### src/rtl/rf_write_arbiter.sv
// Two-requester round-robin arbiter for the register file's single write port.
// Requester 0 is writeback (WB), requester 1 is multdiv (MD); one registered output stage.
module rf_write_arbiter #(
    parameter int DATA_WIDTH = 32,
    parameter int ADDR_WIDTH = 5,
    parameter int CNT_WIDTH  = 16
) (
    input  logic                  clock,
    input  logic                  reset,
    input  logic                  hold,
    input  logic                  wb_valid,
    input  logic [ADDR_WIDTH-1:0] wb_addr,
    input  logic [DATA_WIDTH-1:0] wb_data,
    output logic                  wb_ready,
    input  logic                  md_valid,
    input  logic [ADDR_WIDTH-1:0] md_addr,
    input  logic [DATA_WIDTH-1:0] md_data,
    output logic                  md_ready,
    output logic                  rf_we,
    output logic [ADDR_WIDTH-1:0] rf_waddr,
    output logic [DATA_WIDTH-1:0] rf_wdata,
    output logic                  last_grant,
    output logic [CNT_WIDTH-1:0]  stall_cnt
);

    localparam logic [ADDR_WIDTH-1:0] ADDR_ZERO = {ADDR_WIDTH{1'b0}};
    localparam logic [DATA_WIDTH-1:0] DATA_ZERO = {DATA_WIDTH{1'b0}};
    localparam logic [CNT_WIDTH-1:0]  CNT_ZERO  = {CNT_WIDTH{1'b0}};
    localparam logic [CNT_WIDTH-1:0]  CNT_MAX   = {CNT_WIDTH{1'b1}};
    localparam logic [CNT_WIDTH-1:0]  CNT_ONE   = {{(CNT_WIDTH-1){1'b0}}, 1'b1};

    logic                  wb_gnt_s;
    logic                  md_gnt_s;
    logic                  any_gnt_s;
    logic                  contend_s;
    logic [ADDR_WIDTH-1:0] gnt_addr_s;
    logic [DATA_WIDTH-1:0] gnt_data_s;

    // Grant decision: freeze on hold/reset, otherwise round-robin between valid requesters.
    always_comb begin
        wb_gnt_s  = 1'b0;
        md_gnt_s  = 1'b0;
        contend_s = 1'b0;
        if (reset || hold) begin
            wb_gnt_s = 1'b0;
            md_gnt_s = 1'b0;
        end else begin
            case ({wb_valid, md_valid})
                2'b11: begin
                    // Pointer names the last winner, so the other side wins now.
                    contend_s = 1'b1;
                    if (last_grant == 1'b1) begin
                        wb_gnt_s = 1'b1;
                    end else begin
                        md_gnt_s = 1'b1;
                    end
                end
                2'b10:   wb_gnt_s = 1'b1;
                2'b01:   md_gnt_s = 1'b1;
                default: begin
                    wb_gnt_s = 1'b0;
                    md_gnt_s = 1'b0;
                end
            endcase
        end
    end

    // Steer the winning requester's address and data toward the output stage.
    always_comb begin
        gnt_addr_s = wb_addr;
        gnt_data_s = wb_data;
        if (md_gnt_s) begin
            gnt_addr_s = md_addr;
            gnt_data_s = md_data;
        end else begin
            gnt_addr_s = wb_addr;
            gnt_data_s = wb_data;
        end
    end

    assign wb_ready  = wb_gnt_s;
    assign md_ready  = md_gnt_s;
    assign any_gnt_s = wb_gnt_s | md_gnt_s;

    // Output stage, round-robin pointer and saturating contention counter.
    always_ff @(posedge clock) begin
        if (reset) begin
            rf_we      <= 1'b0;
            rf_waddr   <= ADDR_ZERO;
            rf_wdata   <= DATA_ZERO;
            last_grant <= 1'b1;
            stall_cnt  <= CNT_ZERO;
        end else begin
            // r0 writes are acknowledged upstream but never reach the register file.
            rf_we <= any_gnt_s && (gnt_addr_s != ADDR_ZERO);
            if (any_gnt_s) begin
                rf_waddr   <= gnt_addr_s;
                rf_wdata   <= gnt_data_s;
                last_grant <= md_gnt_s;
            end else begin
                rf_waddr   <= rf_waddr;
                rf_wdata   <= rf_wdata;
                last_grant <= last_grant;
            end
            if (contend_s && (stall_cnt != CNT_MAX)) begin
                stall_cnt <= stall_cnt + CNT_ONE;
            end else begin
                stall_cnt <= stall_cnt;
            end
        end
    end

endmodule
### config.mk
export PLATFORM = sky130hd
export DESIGN_NAME = rf_write_arbiter
export DESIGN_NICKNAME = d
export VERILOG_FILES = /design/src/rtl/rf_write_arbiter.sv
export SDC_FILE = /design/constraint.sdc
export NUM_CORES = 1
export LEC_CHECK = 0
export CAP_MARGIN = 40
export CORE_UTILIZATION = 25
export CTS_BUF_LIST = sky130_fd_sc_hd__clkbuf_2 sky130_fd_sc_hd__clkbuf_4 sky130_fd_sc_hd__clkbuf_8
export DETAILED_ROUTE_END_ITERATION = 8
export GPL_TIMING_DRIVEN = 0
export PLACE_DENSITY = 0.53
export SLEW_MARGIN = 40
export SYNTH_ARGS = -nofsm -noshare
export SYNTH_HDL_FRONTEND = slang
export SYNTH_SLANG_ARGS = --single-unit
### constraint.sdc
create_clock -name clock -period 3.9 [get_ports clock]
set_input_delay 1.17 -clock clock [delete_from_list [all_inputs] [get_ports clock]]
set_output_delay 1.17 -clock clock [all_outputs]
set_load 0.005 [all_outputs]
==> results.ini, run 1 <==
[synthesis]
syn_area_per_cell_sq_um=9.27
synth.distinct_cells=39
synth_top_flop_cell=dfxtp_1
ys_ff_latch=55
synth_nets=358
yosys.area.top_type_share_pct=42.7
syn-instance-count=278
synth_area_sq_um=2580
synth.area.top_cells=dfxtp_1 (43%), mux2i_1 (16%), a211oi_1 (11%)
ys.warnings.count=0
synth_top_area_cell=dfxtp_1
synth_edf_count=0
ys_seq_area_share_pct=42.7
synth-async-reset-ratio_pct=0

[floorplanning]
die-area_sq_um=10700
initial_core_util_pct=26.1
core-area_sq_um=9860
fp-row-count=36
io_pins=136
die_h_microns=104
die_x_microns=104

[placement]
dp.cells=546
dp_hpwl_mm=6.17
place_ws_ns=-0.457
place.port_buffers=135
place_congestion=0.768

[critical_path]
crit_slowest_cell=clkdlybuf4s50_1
critPathMaxStageDelay_ns=0.58
critPathCaptureType=output port
crit_chain=clkdlybuf4s50_1 > nand3_4 > buf_6 > inv_1 > clkdlybuf4s50_1
critPathLaunchType=input pin
criticalPathCategory=input pin to output port
worstPathRequired_ns=2.73
worst_path_most_repeated_cell=clkdlybuf4s50_1
cp.arrival_ns=2.62
crit_path_max_fanout=10

[cts]
clock_sinks=55
clkSlewWorstSetupHoldPaths_ns=0.10
htreeDepth=2
cts_tree=built
clk_latency_ns=0.31
cts_hold_buf=0
cts_max_path_buffers=2
cts_made_buffers=5
root_buffer=clkbuf_8
postCtsSetupBuffers=0

[worst_hold_path]
hold_path_class=flop to flop

[power_and_ir_drop]
worst_ir_drop_vdd_v=0.000132
total_leakage_power_nw=1.68
power_density_nw_per_um2=283

[sta]
finalClockSkew_ns=0.00802
finalCritPeriodShare_pct=97.2
fin_hold_ws_ns=0.504
slew_violations=0
slew_headroom_pct=51.1
max_freq_mhz=264
rsz0062_at_grt=no
hold_viol_final=0
fin_crit_ns=3.79
setup_viol=0
worst_slack_ns=0.108
worst_pin_slew_ns=0.734

[drt]
first_iter_violations=69
drc=0
wl_met1_mm=3.58
vias_per_cell=4.76
vias=2635
totalWireLength_mm=8.07
highest_layer=met4
wl_met2_mm=3.79
dr.pass1.iters=5
drtAntennaViolNets=0
avgRoutedWirePerCell_microns=14.6
route.met3.wl_microns=585

[grt]
track_usage_pct=15.4
grt_overflow=0
grt_pass1_vias=2690
grt_max_degree=17
grt_first_pass_wirelength_mm=13.3
grt_antenna_before_repair=0

[final_layout]
nNetsFinal=500
drive_gt1_share_pct=5.23
area_delta_synth_final_pct=64.3
final_util_pct=42.9
nFillCells=979
stdcell_count=554
n_antenna_cell=0

[run_status]
outcome=finished, final reports clean

[flow_run]
drv_cap=0

cell usage in the layout (no fill, tap or decap), drive strengths merged, types with 3 or more instances in the layout:
cell type	n
nor2b	5
a31oi	3
a21oi	7
buf	7
mux2	4
clkdlybuf4s50	132
inv	3
nand2	6
a211oi	38
and3	4
nor3	7
clkbuf	19
nand3	9
or4	4
dfxtp	55
nand2b	5
mux2i	41
nor2	45
per-stage QoR:
stage | power, W | TNS [ns] | cell area, sq um
detailed placement | 0.000857 | -0.457 | 4090
global placement | 0.000855 | -0.503 | 4090
finish | 0.00120 | 0 | 4230
floorplan | 0.000696 | 0 | 2580
global route | 0.00126 | 0 | 4230
CTS | 0.00122 | 0 | 4220
cell usage after synthesis (all sizes together), types with 5 or more instances:
cell	n
a21oi	7
buf	7
nand3	9
mux2i	41
nand2b	5
nor3	7
nor2b	5
clkbuf	12
a211oi	38
nand2	6
dfxtp	55
nor2	45
area by class of cell:
type                       count  area, sq um  area share, %
sequential                    55         1100           26.0
clock inverter                 1         7.51          0.177
tap                          133          166           3.93
buffer                        19         81.3           1.92
clock buffer                   7         96.3           2.28
inverter                       3         11.3          0.266
multi-input combinational    201         1420           33.5
timing repair buffer         135         1350           31.9
state kept, by name, indices dropped and copies added, names as in the netlist:
signal,flops
rf_wdata,32
stall_cnt,16
last_grant,1
rf_waddr,5
rf_we,1
critical path: cells and delay by family:
family	cells	cell delay [ns]
and+or+nand+nor	1	0.14
buffers and inverters	4	1.30
cells by family after synthesis:
group	count (synthesis)	synth area share, %
AOI/OAI and AO/OA	60	16.8
DFF	55	42.7
and+or+nand+nor	95	19.0
muxes	45	17.7
buffers and inverters	22	3.30
adders and majority gates	1	0.486
power breakdown:
part           switching, W  internal [W]  total [W]
logic             0.0000888      0.000152   0.000241
clock network      0.000190      0.000162   0.000352
registers         0.0000142      0.000588   0.000602
total              0.000293      0.000903    0.00120
metal layers:
layer  up-vias  global-route usage [%]
met5         -                       0
met4         0                    4.66
met3         9                    4.59
met2        94                    25.9
met1      1219                    18.7
li1       1313                       -
path summary, 6_finish.rpt:
path | start | end | slack, ns | depth (start not counted)
max | md_valid | md_ready | 0.11 | 5
min | rf_wdata[19] | rf_wdata[19] | 0.50 | 2
max reg2reg | stall_cnt[5] | stall_cnt[1] | 1.83 | 4
min reg2reg | rf_wdata[19] | rf_wdata[19] | 0.50 | 2
what timing repair did:
action	4_1_cts	5_1_grt
resized for setup	9	1
pin swaps	0	0
hold endpoints to repair	0	0
endpoints found under the setup margin	1	1
Note: power is estimated with default switching activity, not from simulation.
==> run 2: changes to the inputs <==
--- a/config.mk
+++ b/config.mk
@@ -6,9 +6,12 @@
 export NUM_CORES = 1
 export LEC_CHECK = 0
 export CAP_MARGIN = 40
+export CORE_ASPECT_RATIO = 1.1
 export CORE_UTILIZATION = 25
 export CTS_BUF_LIST = sky130_fd_sc_hd__clkbuf_2 sky130_fd_sc_hd__clkbuf_4 sky130_fd_sc_hd__clkbuf_8
+export CTS_CLUSTER_SIZE = 40
 export DETAILED_ROUTE_END_ITERATION = 8
+export GPL_ROUTABILITY_DRIVEN = 0
 export GPL_TIMING_DRIVEN = 0
 export PLACE_DENSITY = 0.53
 export SLEW_MARGIN = 40
==> results.ini, run 2 (synthesis results as in run 1) <==
[run_status]
outcome=finished, final reports clean

[sta]
worst_slack_ns=0.123
finalCritPeriodShare_pct=96.9
finalClockSkew_ns=0.00289
hold_viol_final=0
slew_headroom_pct=48.4
rsz0062_at_grt=no
max_freq_mhz=265
fin_setup_tns_ns=0
setup_viol=0
slew_violations=0
fin_hold_ws_ns=0.500
worst_pin_slew_ns=0.773
fin_crit_ns=3.78

[critical_path]
reg2reg_from=stall_cnt[4]
reg2reg_to=stall_cnt[1]
cp.arrival_ns=2.61
critPathCaptureType=output port
crit_chain=clkdlybuf4s50_1 > nand3_2 > buf_6 > inv_1 > clkdlybuf4s50_1
criticalPathCategory=input pin to output port
critPathMaxStageDelay_ns=0.55
worst_path_most_repeated_cell=clkdlybuf4s50_1
rr_worst_depth=4
reg2reg_slack_ns=1.89
crit_slowest_cell=clkdlybuf4s50_1
worstPathRequired_ns=2.73
critPathLaunchType=input pin
crit_path_max_fanout=10

[final_layout]
layout_commonest_cell=clkdlybuf4s50_1
max_flop_register=rf_wdata
nNetsFinal=501
final_cell_mix=clkdlybuf4s50_1 (132), dfxtp_1 (55), nor2_1 (44)
nFillCells=991
final_util_pct=42.4
largest_reg_flops=32
reg_top3=rf_wdata x32, stall_cnt x16, rf_waddr x5
stdcell_count=542
n_antenna_cell=0
drive_gt1_share_pct=5.45
area_delta_synth_final_pct=63.6

[cts]
cts_tree=built
clkSlewWorstSetupHoldPaths_ns=0.09
clk_latency_ns=0.30
root_buffer=clkbuf_8
cts_made_buffers=5
htreeDepth=2
clock_sinks=55
cts_max_path_buffers=2

[drt]
vias=2591
totalWireLength_mm=7.88
avgRoutedWirePerCell_microns=14.5
vias_per_cell=4.78
dr.pass1.iters=4
drc=0
first_iter_violations=62
drtAntennaViolNets=0

[power_and_ir_drop]
p_seq_share_pct=50.4
total_leakage_power_nw=1.70
p_int_w=0.000911
worst_ir_drop_vdd_v=0.000146
pwr-share-comb_pct=20.1
clkPwrFrac_pct=29.5
p_sw_share_pct=23.8
p_sw_w=0.000285
power_density_nw_per_um2=284

[floorplanning]
die-area_sq_um=10700
core-area_sq_um=9940
io_pins=136
initial_core_util_pct=25.9
die_x_microns=98.8
die_h_microns=108
fp-row-count=38

[placement]
dp_hpwl_mm=6.08
dp.cells=533
place_ws_ns=-0.424
place.port_buffers=135

[worst_hold_path]
hold_end=rf_wdata[17]
worstHoldPathCells=2
hold_path_class=flop to flop
min-delay-start=rf_wdata[17]

[grt]
grt_first_pass_wirelength_mm=12.5
grt_max_degree=16
grt_pass1_vias=2527
grt_antenna_before_repair=0
track_usage_pct=14.8
grt_overflow=0

[flow_run]
drv_cap=0

==> run 2: cell types whose count changed in the layout (fill, tap and decap cells not counted) <==
cell	change
nor2_4	-1
clkbuf_4	+1
dlymetal6s2s_1	+1
nand3_4	-1
clkinvlp_4	-1
dlygate4sd2_1	-1
nand3_2	+1
nor2_2	+1
buf_4	+1
==> run 2: per-layer routing <==
| metal | track usage [%] | up-vias | share of wire (%) | routed length [microns] |
|---|---|---|---|---|
| met2 | 25.7 | 91 | 50 | 3900 |
| met5 | 0 | - | 0 | 0 |
| met4 | 2.88 | 0 | 0.70 | 55 |
| met1 | 17.9 | 1184 | 42 | 3340 |
| li1 | - | 1311 | - | - |
| met3 | 5.04 | 5 | 7.4 | 582 |
==> run 2: stage by stage <==
stage / cell area (sq um) / total power [W]
after floorplan: 2580 / 0.000696
after global placement: 4080 / 0.000856
after detailed placement: 4080 / 0.000858
after CTS: 4200 / 0.00122
after global routing: 4210 / 0.00126
final: 4210 / 0.00120
==> run 2: power by group through the flow <==
stage	sequential, W	clock (W)	combinational [W]
2_1_floorplan	0.000617	0	0.0000792
3_3_place_gp	0.000615	0	0.000241
3_5_place_dp	0.000616	0	0.000242
4_1_cts	0.000603	0.000373	0.000244
5_1_grt	0.000607	0.000392	0.000264
6_report	0.000603	0.000353	0.000240
==> run 2: what timing repair did <==
item                       CTS  global route
pin swaps                    1             1
gates resized for setup      5             3
setup endpoints to repair    1             1
hold buffers                 0             0
setup buffers                1             0
==> run 2: layout make-up <==
class                           instances  area [sq um]  area share, %
Multi-Input combinational cell        201          1400           33.3
Buffer                                 19          81.3           1.93
Timing Repair Buffer                  136          1360           32.3
Clock buffer                            8           104           2.46
Inverter                                3          11.3          0.267
Tap cell                              120           150           3.56
Sequential cell                        55          1100           26.1
==> run 2: how the worst max path moves through the flow <==
| stage | slack [ns] | cells past startpoint | from | end |
|---|---|---|---|---|
| detailed placement | -0.42 | 6 | reset | md_ready |
| CTS | 0.007 | 6 | wb_valid | md_ready |
| global placement | -0.38 | 6 | wb_valid | md_ready |
| global route | 0.05 | 5 | md_valid | md_ready |
| finish | 0.12 | 5 | md_valid | md_ready |
| floorplan | 0.91 | 4 | wb_valid | md_ready |
==> run 2: worst max-delay path: cells and delay by family <==
kind | cells | cell delay, ns
buf+inv | 4 | 1.29
simple gates | 1 | 0.15
